--- config.mk ---
export PLATFORM = sky130hd
export DESIGN_NAME = execute_shift_pipe
export DESIGN_NICKNAME = d
export VERILOG_FILES = /design/src/rtl/execute_shift_pipe_pkg.sv /design/src/rtl/execute_shift_pipe_shift_level.sv /design/src/rtl/execute_shift_pipe.sv
export SDC_FILE = /design/constraint.sdc
export NUM_CORES = 1
export LEC_CHECK = 0
export ABC_AREA = 1
export CORE_MARGIN = 5
export CORE_UTILIZATION = 50
export CTS_CLUSTER_SIZE = 30
export DETAILED_ROUTE_END_ITERATION = 10
export PLACE_DENSITY = 0.84
export SYNTH_ARGS = -nofsm -noshare
export SYNTH_HDL_FRONTEND = slang
export SYNTH_HIERARCHICAL = 1
export SYNTH_SLANG_ARGS = --single-unit
--- constraint.sdc ---
create_clock -name clk -period 2.95 [get_ports clk]
set_input_delay 0.4425 -clock clk [delete_from_list [all_inputs] [get_ports clk]]
set_output_delay 0.4425 -clock clk [all_outputs]
set_load 0.05 [all_outputs]
--- src/rtl/execute_shift_pipe_pkg.sv ---
// Shared instruction definitions for the shift execute unit: opcode encodings,
// operand field widths and the internal shift-mode decode.
package execute_shift_pipe_pkg;

  localparam int LEN_OPECODE = 6;
  localparam int LEN_IMMF    = 1;
  localparam int LEN_IMM_EX  = 16;

  localparam logic [LEN_OPECODE-1:0] OPECODE_SHL = 6'h10;
  localparam logic [LEN_OPECODE-1:0] OPECODE_SHR = 6'h11;
  localparam logic [LEN_OPECODE-1:0] OPECODE_ASH = 6'h12;
  localparam logic [LEN_OPECODE-1:0] OPECODE_ROL = 6'h13;
  localparam logic [LEN_OPECODE-1:0] OPECODE_ROR = 6'h14;

  typedef enum logic [2:0] {
    MODE_SHL,
    MODE_SHR,
    MODE_ASH,
    MODE_ROL,
    MODE_ROR
  } shift_mode_t;

  function automatic logic opecode_legal(input logic [LEN_OPECODE-1:0] op);
    logic legal;
    case (op)
      OPECODE_SHL, OPECODE_SHR, OPECODE_ASH, OPECODE_ROL, OPECODE_ROR: legal = 1'b1;
      default: legal = 1'b0;
    endcase
    return legal;
  endfunction

  function automatic shift_mode_t opecode_mode(input logic [LEN_OPECODE-1:0] op);
    shift_mode_t mode;
    case (op)
      OPECODE_SHR: mode = MODE_SHR;
      OPECODE_ASH: mode = MODE_ASH;
      OPECODE_ROL: mode = MODE_ROL;
      OPECODE_ROR: mode = MODE_ROR;
      default:     mode = MODE_SHL;
    endcase
    return mode;
  endfunction

endpackage

--- src/rtl/execute_shift_pipe_shift_level.sv ---
// One barrel-shifter level: shifts or rotates by a fixed power-of-two STEP
// when enabled, otherwise passes the operand through.
module shift_level
  import execute_shift_pipe_pkg::*;
#(
  parameter int LEN_REG = 32,
  parameter int STEP    = 1
) (
  input  logic [LEN_REG-1:0] i_data,
  input  logic               i_en,
  input  shift_mode_t        i_mode,
  output logic [LEN_REG-1:0] o_data
);

  always_comb begin
    o_data = i_data;
    if (i_en) begin
      case (i_mode)
        MODE_SHL: o_data = i_data << STEP;
        MODE_SHR: o_data = i_data >> STEP;
        MODE_ASH: o_data = $signed(i_data) >>> STEP;
        MODE_ROL: o_data = (i_data << STEP) | (i_data >> (LEN_REG - STEP));
        MODE_ROR: o_data = (i_data >> STEP) | (i_data << (LEN_REG - STEP));
        default:  o_data = i_data;
      endcase
    end
  end

endmodule

--- src/rtl/execute_shift_pipe.sv ---
// Pipelined shift/rotate execute unit: barrel levels spread over NUM_STAGES
// register stages with valid/ready handshakes and bubble collapsing.
module execute_shift_pipe
  import execute_shift_pipe_pkg::*;
#(
  parameter int LEN_REG    = 32,
  parameter int NUM_STAGES = 2,
  parameter int LEN_TAG    = 5
) (
  input  logic                   clk,
  input  logic                   rst,
  input  logic                   in_valid,
  output logic                   in_ready,
  input  logic [LEN_OPECODE-1:0] opecode,
  input  logic [LEN_IMMF-1:0]    immf,
  input  logic [LEN_REG-1:0]     data_rd,
  input  logic [LEN_REG-1:0]     data_rs,
  input  logic [LEN_IMM_EX-1:0]  imm_ex,
  input  logic [LEN_TAG-1:0]     tag_i,
  output logic                   out_valid,
  input  logic                   out_ready,
  output logic [LEN_REG-1:0]     data_o,
  output logic [LEN_TAG-1:0]     tag_o,
  output logic                   err_o
);

  localparam int LEN_SH = $clog2(LEN_REG);

  logic [NUM_STAGES-1:0] w_valid_vec;
  logic [NUM_STAGES-1:0] w_ld;
  logic [LEN_SH-1:0]     w_in_sh;
  logic                  w_in_err;
  logic                  w_unused;

  assign w_in_err = !opecode_legal(opecode);
  assign w_in_sh  = (|immf) ? imm_ex[LEN_SH-1:0] : data_rs[LEN_SH-1:0];
  assign w_unused = ^{data_rs[LEN_REG-1:LEN_SH], imm_ex[LEN_IMM_EX-1:LEN_SH]};

  genvar gi, gj;
  generate
    for (gi = 0; gi < NUM_STAGES; gi++) begin : g_stage
      // Levels [LVL_LO, LVL_HI) belong to this stage, ascending and evenly split.
      localparam int LVL_LO = (gi * LEN_SH) / NUM_STAGES;
      localparam int LVL_HI = ((gi + 1) * LEN_SH) / NUM_STAGES;

      logic               w_vld;
      logic [LEN_REG-1:0] w_data;
      logic [LEN_SH-1:0]  w_sh;
      shift_mode_t        w_mode;
      logic [LEN_TAG-1:0] w_tag;
      logic               w_err;
      logic [LEN_REG-1:0] w_res;
      logic               w_unused_sh;

      logic               r_valid;
      logic [LEN_REG-1:0] r_data;
      logic [LEN_TAG-1:0] r_tag;
      logic               r_err;

      if (gi == 0) begin : g_head
        // Illegal opcodes travel as a zero operand, which every mode keeps at zero.
        assign w_vld  = in_valid;
        assign w_data = w_in_err ? '0 : data_rd;
        assign w_sh   = w_in_sh;
        assign w_mode = opecode_mode(opecode);
        assign w_tag  = tag_i;
        assign w_err  = w_in_err;
      end else begin : g_link
        assign w_vld  = g_stage[gi-1].r_valid;
        assign w_data = g_stage[gi-1].r_data;
        assign w_sh   = g_stage[gi-1].g_fwd.r_sh;
        assign w_mode = g_stage[gi-1].g_fwd.r_mode;
        assign w_tag  = g_stage[gi-1].r_tag;
        assign w_err  = g_stage[gi-1].r_err;
      end
      assign w_unused_sh = ^w_sh;

      for (gj = LVL_LO; gj < LVL_HI; gj++) begin : g_lvl
        logic [LEN_REG-1:0] w_in;
        logic [LEN_REG-1:0] w_out;
        if (gj == LVL_LO) begin : g_first
          assign w_in = w_data;
        end else begin : g_chain
          assign w_in = g_lvl[gj-1].w_out;
        end
        shift_level #(
          .LEN_REG (LEN_REG),
          .STEP    (1 << gj)
        ) u_level (
          .i_data (w_in),
          .i_en   (w_sh[gj]),
          .i_mode (w_mode),
          .o_data (w_out)
        );
      end
      assign w_res = g_lvl[LVL_HI-1].w_out;

      // A stage may load iff some stage at or after it is empty, or the tail drains.
      assign w_valid_vec[gi] = r_valid;
      assign w_ld[gi]        = out_ready || !(&w_valid_vec[NUM_STAGES-1:gi]);

      always_ff @(posedge clk) begin
        if (rst) begin
          r_valid <= 1'b0;
          r_data  <= '0;
          r_tag   <= '0;
          r_err   <= 1'b0;
        end else if (w_ld[gi]) begin
          r_valid <= w_vld;
          if (w_vld) begin
            r_data <= w_res;
            r_tag  <= w_tag;
            r_err  <= w_err;
          end
        end
      end

      if (gi < NUM_STAGES - 1) begin : g_fwd
        logic [LEN_SH-1:0] r_sh;
        shift_mode_t       r_mode;
        always_ff @(posedge clk) begin
          if (rst) begin
            r_sh   <= '0;
            r_mode <= MODE_SHL;
          end else if (w_ld[gi] && w_vld) begin
            r_sh   <= w_sh;
            r_mode <= w_mode;
          end
        end
      end
    end
  endgenerate

  // Equivalent to !valid[0] || advance[0]; depends only on state and out_ready.
  assign in_ready  = w_ld[0];
  assign out_valid = g_stage[NUM_STAGES-1].r_valid;
  assign data_o    = g_stage[NUM_STAGES-1].r_data;
  assign tag_o     = g_stage[NUM_STAGES-1].r_tag;
  assign err_o     = g_stage[NUM_STAGES-1].r_err;

endmodule

==> impl_metrics.py, run 1 <==
metrics = {
    "yosys": {
        "synth-seq-cells": 84,
        "synth_area_um2": 7850,
        "seq_area_frac_synth_pct": 21.4,
        "syn_avg_cell_area_um2": 5.33,
        "synth_cell_types": 28,
        "synth_nets": 1568,
        "synth_cells": 1472,
        "synth_warnings": 6,
    },
    "global_routing": {
        "grtUsageTotal_pct": 22.7,
        "grt_use_met2_pct": 37.8,
        "grt_pass1_wl_mm": 34.9,
        "grt-busiest-layer": "met2",
        "grt_max_degree": 47,
        "use_met3_pct": 3.05,
        "grt_pass1_vias": 7637,
        "met1_usage_pct": 29.4,
        "grt_antenna_before_repair": 0,
        "overflow": 0,
    },
    "floorplanning": {
        "coreArea_um2": 15300,
        "dieHeight_um": 135,
        "pin_count": 136,
        "std_cell_rows": 45,
        "die_w_um": 135,
        "start_util_pct": 51.3,
        "die-area_um2": 18300,
    },
    "power_and_ir_drop": {
        "powerDensity_nw_per_um2": 437,
        "p_leak_nw": 4.16,
        "peakVddDrop_v": 0.000288,
    },
    "worst_setup_path": {
        "end_kind": "flip-flop",
        "critPathRequiredTime_ps": 3230,
        "critPathTopFamily": "buffers and inverters",
        "cp_slowest_cell": "clkdlybuf4s50_1",
        "crit_chain": "clkdlybuf4s50_1, nor2_1, and2_1, nand2_1, inv_1, o21ai_1, nand2_2, inv_2, buf_12, nor2_1, a21oi_1, inv_1, nor2_1, nor2_1, nor2_1, o21ai_0, nor2_1",
        "critPathKind": "in -> reg",
        "critPathMaxFanout": 23,
        "cp.arrival_ps": 2910,
        "max_stage_delay_ps": 500,
        "startpoint_type": "input pin",
        "worst_path_most_repeated_cell": "nor2_1",
        "path_buf_inv": 5,
    },
    "clock_network": {
        "ctsResizeCount": 0,
        "clockBufferDepth": 2,
        "clock_sinks": 84,
        "cts-root-buf": "clkbuf_16",
        "clk_pin_slew_ps": 60,
        "cts_tree": "yes",
        "cts_buffers": 9,
        "post_cts_buffers": 0,
        "ctsHtreeMaxLevel": 3,
        "cts_hold_buf": 0,
        "clkLatencyLatePin_ps": 360,
    },
    "route": {
        "avgViaCountPerCell": 5.05,
        "first_iter_violations": 826,
        "vias": 8824,
        "wl_mm": 20.9,
        "wire_per_inst_um": 12.0,
        "drc": 0,
        "antenna_left": 0,
        "firstDrtPassIters": 5,
    },
    "sta": {
        "slew_headroom_pct": 37.4,
        "worst_slack_ps": 326,
        "drv_slew": 0,
        "fmax_mhz": 381,
        "post-route-min-period_ps": 2620,
        "finalHoldViolCount": 0,
        "rsz0062_at_grt": "no",
        "worstMarginPinSlew_ps": 934,
        "finalClockSkew_ps": 11.6,
        "final.period_utilization_pct": 89.0,
        "finalSetupViolations": 0,
    },
    "place": {
        "io_buffers": 97,
        "gp_congestion": 0.969,
        "dpl.hpwl_mm": 15.6,
        "dpl_cell_area_um2": 8810,
        "place_worst_setup_slack_ps": -11.6,
    },
    "layout": {
        "nets": 1627,
        "n_antenna_cell": 0,
        "drive_gt1_share_pct": 9.11,
        "final_common_cell": "nor2_1",
        "synthToLayoutAreaGrowth_pct": 16.2,
        "fin_util_pct": 59.6,
        "multiInputGateArea_um2": 4980,
        "regArea_um2": 1690,
        "final_cell_mix": "566 x nor2_1, 306 x nand2_1, 141 x inv_1",
        "stdcell_area_um2": 9120,
        "fill_cells": 1516,
    },
    "worst_hold_path": {
        "min_path_type": "reg -> reg",
    },
    "run_status": {
        "status": "finished clean",
    },
    "flow_run": {
        "drv_cap": 0,
    },
}
## tightest hold or removal path: stages, from the launching register on
cell and delay, ps:
dfxtp_1 320, nor2_1 50, nor2_1 80
## registers in the layout (all words and copies together) (netlist names)
signal and count:
out_valid 1, g_stage.r_err 1, g_stage.g_fwd.r_mode 3, err_o 1, g_stage.r_tag 5, tag_o 5, data_o 32, g_stage.g_fwd.r_sh 3
g_stage.r_valid 1, g_stage.r_data 32
## Yosys cell counts
master / n / area, um^2
a21oi_1: 74 / 370
a21oi_2: 24 / 210
and2_1: 1 / 6.26
buf_2: 21 / 105
buf_4: 24 / 180
buf_6: 22 / 248
buf_8: 2 / 30.0
clkbuf_1: 9 / 33.8
clkbuf_2: 1 / 5.00
clkinv_1: 1 / 3.75
dfxtp_1: 84 / 1680
inv_1: 141 / 529
inv_2: 12 / 45.0
inv_4: 2 / 12.5
mux2_2: 2 / 22.5
nand2_1: 307 / 1150
nand2_2: 10 / 62.6
nand2_4: 5 / 56.3
nand3_1: 28 / 140
nand3_2: 6 / 60.1
nand3_4: 3 / 52.6
nor2_1: 566 / 2120
nor2_2: 17 / 106
nor2_4: 6 / 67.6
nor2_8: 1 / 20.0
o21ai_0: 88 / 440
o21ai_1: 12 / 60.1
o21ai_2: 3 / 26.3
## where the power goes
part           switching [mW]  internal (mW)  total [mW]
combinational           0.985          0.547        1.53
clock                   0.490          0.664        1.15
sequential             0.0772           1.23        1.30
total                    1.55           2.44        3.99
## area by class of cell
class | count | share of cell area [%]
clock buffer | 10 | 2.51
tap | 211 | 2.89
inverter | 156 | 6.50
multi-input combinational | 1153 | 54.6
clock inverter | 6 | 0.782
timing repair buffer | 127 | 14.2
sequential | 84 | 18.5
## metrics by stage
stage               cells  setup TNS (ps)  hold slack, ps  power (mW)
finish               1747               0             479        3.99
global route         1747               0             505        4.25
CTS                  1747               0             486        3.98
detailed placement   1731           -11.6             471        2.83
global placement     1731               0             458        2.81
floorplan            1472               0             449        2.47
## kinds of logic after synthesis
logic type,count (synthesis),synth area share (%)
multiplexers,2,0.287
buffers and inverters,235,15.2
AND/OR/NAND/NOR,950,49.0
AO/OA/AOI/OAI,201,14.1
flip-flops,84,21.4
## metal layers
layer,share of wire (%),vias up,wire length [um]
met5,0,-,0
met4,3.3,0,680
met3,6.0,48,1260
met2,47,305,9750
met1,44,3894,9180
li1,-,4577,-
## path summary, 6_finish.rpt
check                                                from                                  to  slack (ps)  cells past startpoint
hold reg to reg                   data_o[26]$_SDFFE_PP0P_             data_o[26]$_SDFFE_PP0P_         480                      2
hold / removal                    data_o[26]$_SDFFE_PP0P_             data_o[26]$_SDFFE_PP0P_         480                      2
setup reg to reg  g_stage[0].g_fwd.r_mode[1]$_SDFFE_PP0P_             data_o[17]$_SDFFE_PP0P_         350                     21
setup / recovery                               opecode[3]  g_stage[0].r_data[21]$_SDFFE_PP0P_         330                     17
Power figures use the tool's default switching activity.
==> inputs of run 2 (changes only) <==
--- a/config.mk
+++ b/config.mk
@@ -7,7 +7,7 @@
 export LEC_CHECK = 0
 export ABC_AREA = 1
 export CORE_MARGIN = 5
-export CORE_UTILIZATION = 50
+export CORE_UTILIZATION = 52
 export CTS_CLUSTER_SIZE = 30
 export DETAILED_ROUTE_END_ITERATION = 10
 export PLACE_DENSITY = 0.84
==> constraint.sdc (replaced) <==
create_clock -name clk -period 3 [get_ports clk]
set_input_delay 0.45 -clock clk [delete_from_list [all_inputs] [get_ports clk]]
set_output_delay 0.45 -clock clk [all_outputs]
set_load 0.05 [all_outputs]
==> impl_metrics.py, run 2 (synthesis gave the netlist of run 1 again) <==
metrics = {
    "run_status": {
        "status": "finished clean",
    },
    "worst_setup_path": {
        "path_buf_inv": 3,
        "critPathMaxFanout": 14,
        "crit_chain": "nand3_2, nand2_2, buf_4, nand2_1, nand2_1, nor2_1, nor2_1, nand2_1, nand3_1, nand2_1, inv_1, nand2_1, nor2_2, nor2_4, buf_12, a21oi_2, o21ai_0, nor2_1",
        "end_kind": "flip-flop",
        "worst_path_most_repeated_cell": "nand2_1",
        "critPathTopFamily": "simple AND/OR/NAND/NOR gates",
        "critPathKind": "reg -> reg",
        "max_stage_delay_ps": 510,
        "cp.arrival_ps": 3060,
        "cp_slowest_cell": "dfxtp_1",
        "critPathRequiredTime_ps": 3280,
        "startpoint_type": "flip-flop",
    },
    "floorplanning": {
        "coreArea_um2": 15000,
        "std_cell_rows": 45,
        "dieHeight_um": 133,
        "start_util_pct": 52.2,
        "die_w_um": 133,
        "pin_count": 136,
        "die-area_um2": 17700,
    },
    "clock_network": {
        "ctsHtreeMaxLevel": 3,
        "clock_sinks": 84,
        "clockBufferDepth": 2,
        "cts_hold_buf": 0,
        "clk_pin_slew_ps": 70,
        "cts-root-buf": "clkbuf_16",
        "cts_buffers": 9,
        "clkLatencyLatePin_ps": 340,
        "cts_tree": "yes",
    },
    "route": {
        "firstDrtPassIters": 6,
        "antenna_left": 0,
        "vias": 8851,
        "drc": 0,
        "wl_mm": 20.6,
        "avgViaCountPerCell": 5.13,
        "first_iter_violations": 656,
        "wire_per_inst_um": 12.0,
    },
    "sta": {
        "fin_setup_tns_ps": 0,
        "post-route-min-period_ps": 2780,
        "fmax_mhz": 359,
        "finalSetupViolations": 0,
        "rsz0062_at_grt": "no",
        "finalHoldViolCount": 0,
        "finalClockSkew_ps": 11.1,
        "slew_headroom_pct": 58.7,
        "hold_ws_ps": 480,
        "drv_slew": 0,
        "worstMarginPinSlew_ps": 619,
        "final.period_utilization_pct": 92.7,
    },
    "place": {
        "io_buffers": 97,
        "dpl_cell_area_um2": 8770,
        "dpl.cell_count": 1708,
        "gp_congestion": 0.947,
        "dpl.hpwl_mm": 15.5,
    },
    "power_and_ir_drop": {
        "powerDensity_nw_per_um2": 430,
        "peakVddDrop_v": 0.000278,
        "p_leak_nw": 4.15,
    },
    "global_routing": {
        "grt_pass1_wl_mm": 34.1,
        "grt_antenna_before_repair": 0,
        "grt_pass1_vias": 7545,
        "grtUsageTotal_pct": 22.7,
        "grt_max_degree": 57,
        "overflow": 0,
    },
    "layout": {
        "fin_cells": 1724,
        "final_cell_mix": "566 x nor2_1, 306 x nand2_1, 141 x inv_1",
        "fill_cells": 1474,
        "final_common_cell": "nor2_1",
        "drive_gt1_share_pct": 9.05,
        "n_antenna_cell": 0,
        "multiInputGateArea_um2": 4980,
        "regArea_um2": 1680,
        "synthToLayoutAreaGrowth_pct": 15.8,
        "fin_util_pct": 60.5,
        "stdcell_area_um2": 9090,
        "nets": 1628,
    },
    "worst_hold_path": {
        "min_path_type": "reg -> reg",
    },
    "flow_run": {
        "drv_cap": 0,
    },
}
==> run 2: power breakdown <==
part	total, mW	switching [mW]	internal (mW)	leakage [nW]
clock network	1.12	0.471	0.649	0.136
logic	1.51	0.968	0.541	3.32
registers	1.28	0.0748	1.21	0.695
==> run 2: worst paths after layout <==
check	startpoint	end	slack, ps	cells past startpoint
worst max-delay path	g_stage[0].g_fwd.r_mode[0]$_SDFFE_PP0P_	data_o[22]$_SDFFE_PP0P_	220	18
worst min-delay path	g_stage[0].r_tag[2]$_SDFFE_PP0P_	g_stage[0].r_tag[2]$_SDFFE_PP0P_	480	2
worst max register to register	g_stage[0].g_fwd.r_mode[0]$_SDFFE_PP0P_	data_o[22]$_SDFFE_PP0P_	220	18
worst min register to register	g_stage[0].r_tag[2]$_SDFFE_PP0P_	g_stage[0].r_tag[2]$_SDFFE_PP0P_	480	2
==> run 2: layout make-up <==
type,count,area share [%]
Sequential cell,84,18.5
Clock inverter,6,0.798
Timing Repair Buffer,128,14.3
Multi-Input combinational cell,1153,54.8
Clock buffer,9,2.48
Inverter,156,6.50
Tap cell,188,2.59
==> run 2: per-layer routing <==
layer,track usage (%),part of all wire [%]
met3,2.78,6.0
met4,9.64,3.3
met1,29.5,44
met2,37.9,46
met5,0,0
==> run 2: stage by stage <==
stage	setup WS (ps)	total power, mW
floorplan	225	2.43
global placement	97.4	2.76
detailed placement	39.0	2.78
CTS	91.8	3.91
global route	10.9	4.16
finish	218	3.91
==> run 2: worst min-delay path, cell delays in order, from the launching register on <==
cell and delay, ps:
dfxtp_1 320, nor2_1 50, nor2_1 80
==> run 2: timing repair <==
action                                  in CTS  in global routing
buffers inserted                             0                  1
endpoints found under the hold margin        0                  0
endpoints found under the setup margin       0                 19
resized for setup                            0                  2
==> inputs of run 3 (changes only) <==
--- a/config.mk
+++ b/config.mk
@@ -11,6 +11,7 @@
 export CTS_CLUSTER_SIZE = 30
 export DETAILED_ROUTE_END_ITERATION = 10
 export PLACE_DENSITY = 0.84
+export RECOVER_POWER = 50
 export SYNTH_ARGS = -nofsm -noshare
 export SYNTH_HDL_FRONTEND = slang
 export SYNTH_HIERARCHICAL = 1
==> impl_metrics.py, run 3 (synthesis gave the netlist of run 1 again) <==
metrics = {
    "layout": {
        "regArea_um2": 1680,
        "drive_gt1_share_pct": 8.59,
        "synthToLayoutAreaGrowth_pct": 15.6,
        "final_common_cell": "nor2_1",
        "nets": 1628,
        "fin_cells": 1724,
        "fill_cells": 1479,
        "n_antenna_cell": 0,
        "multiInputGateArea_um2": 4970,
        "final_cell_mix": "566 x nor2_1, 307 x nand2_1, 144 x inv_1",
    },
    "worst_hold_path": {
        "min_from": "data_o[26]$_SDFFE_PP0P_",
        "min_path_type": "reg -> reg",
    },
    "clock_network": {
        "clk_pin_slew_ps": 60,
        "ctsHtreeMaxLevel": 3,
        "clock_sinks": 84,
        "clockBufferDepth": 2,
        "cts-root-buf": "clkbuf_16",
        "clkLatencyLatePin_ps": 350,
        "cts_tree": "yes",
        "cts_buffers": 9,
        "cts_hold_buf": 0,
    },
    "global_routing": {
        "grt_pass1_vias": 7545,
        "grt_antenna_before_repair": 0,
        "grt_max_degree": 57,
        "grt_pass1_wl_mm": 34.1,
        "overflow": 0,
        "grtUsageTotal_pct": 22.7,
    },
    "floorplanning": {
        "dieHeight_um": 133,
        "start_util_pct": 52.2,
        "coreArea_um2": 15000,
        "pin_count": 136,
        "std_cell_rows": 45,
        "die_w_um": 133,
        "die-area_um2": 17700,
    },
    "sta": {
        "rsz0062_at_grt": "no",
        "fin_setup_tns_ps": 0,
        "hold_ws_ps": 476,
        "fmax_mhz": 359,
        "slew_headroom_pct": 6.59,
        "post-route-min-period_ps": 2790,
        "finalHoldViolCount": 0,
        "finalSetupViolations": 0,
        "finalClockSkew_ps": 13.7,
        "final.period_utilization_pct": 93.0,
        "drv_slew": 0,
        "worstMarginPinSlew_ps": 1400,
    },
    "power_and_ir_drop": {
        "peakVddDrop_v": 0.000277,
        "p_leak_nw": 4.25,
        "powerDensity_nw_per_um2": 429,
    },
    "place": {
        "gp_congestion": 0.947,
        "io_buffers": 97,
        "dpl.hpwl_mm": 15.5,
        "dpl.cell_count": 1708,
    },
    "route": {
        "wire_per_inst_um": 11.9,
        "drc": 0,
        "antenna_left": 0,
        "avgViaCountPerCell": 5.16,
        "first_iter_violations": 718,
        "firstDrtPassIters": 5,
        "vias": 8891,
        "wl_mm": 20.6,
    },
    "worst_setup_path": {
        "critPathKind": "reg -> reg",
        "critPathMaxFanout": 14,
        "critPathRequiredTime_ps": 3280,
        "end_kind": "flip-flop",
        "startpoint_type": "flip-flop",
        "cp.arrival_ps": 3070,
        "r2r_start": "g_stage[0].g_fwd.r_mode[0]$_SDFFE_PP0P_",
        "cp-startpoint": "g_stage[0].g_fwd.r_mode[0]$_SDFFE_PP0P_",
    },
    "flow_run": {
        "drv_cap": 0,
    },
    "run_status": {
        "status": "finished clean",
    },
}
-- run 3: worst max-delay path, cell delays in order (launching register included) --
cell and delay [ps]:
dfxtp_1 500, nand3_2 210, nand2_2 230, buf_4 240, nand2_1 70, nand2_1 50, nor2_1 40, nor2_1 230
nand2_1 100, nand3_1 90, nand2_1 70, inv_1 90, nand2_1 80, nor2_2 130, nor2_4 70, buf_12 180
a21oi_2 130, o21ai_0 100, nor2_1 120
-- run 3: worst paths after layout --
path,slack (ps),to,cells past startpoint
max,210,data_o[22]$_SDFFE_PP0P_,18
min,480,data_o[26]$_SDFFE_PP0P_,2
max reg2reg,210,data_o[22]$_SDFFE_PP0P_,18
min reg2reg,480,data_o[26]$_SDFFE_PP0P_,2
-- run 3: power by group --
group / switching [mW] / total [mW] / leakage, nW / internal [mW]
clock network: 0.471 / 1.12 / 0.136 / 0.649
registers: 0.0730 / 1.28 / 0.695 / 1.21
logic: 0.966 / 1.49 / 3.42 / 0.528
-- run 3: cell type report --
type	instances	share of cell area [%]
clock buffer	9	2.48
tap	188	2.59
sequential	84	18.5
multi-input combinational	1153	54.7
timing repair buffer	128	14.4
inverter	156	6.48
clock inverter	6	0.800
-- run 3: through the flow --
step | worst slack (ps) | area [um^2] | utilization (%) | power [mW]
6_report | 211 | 9070 | 60.4 | 3.89
2_1_floorplan | 225 | 7850 | - | 2.43
4_1_cts | 91.8 | 9070 | 60.3 | 3.91
3_3_place_gp | 97.4 | 8770 | 58.3 | 2.76
5_1_grt | 11.3 | 9070 | 60.4 | 4.14
3_5_place_dp | 39.0 | 8770 | 58.3 | 2.78
-- run 3: per-layer routing --
layer | part of all wire (%) | track usage, %
met1 | 44 | 29.5
met2 | 46 | 37.9
met5 | 0 | 0
met3 | 6.1 | 2.78
met4 | 3.4 | 9.64
-- run 3: timing repair --
| item | in CTS | in global routing |
|---|---|---|
| gates resized for setup | 0 | 2 |
| setup buffers | 0 | 1 |
| endpoints found under the setup margin | 0 | 19 |
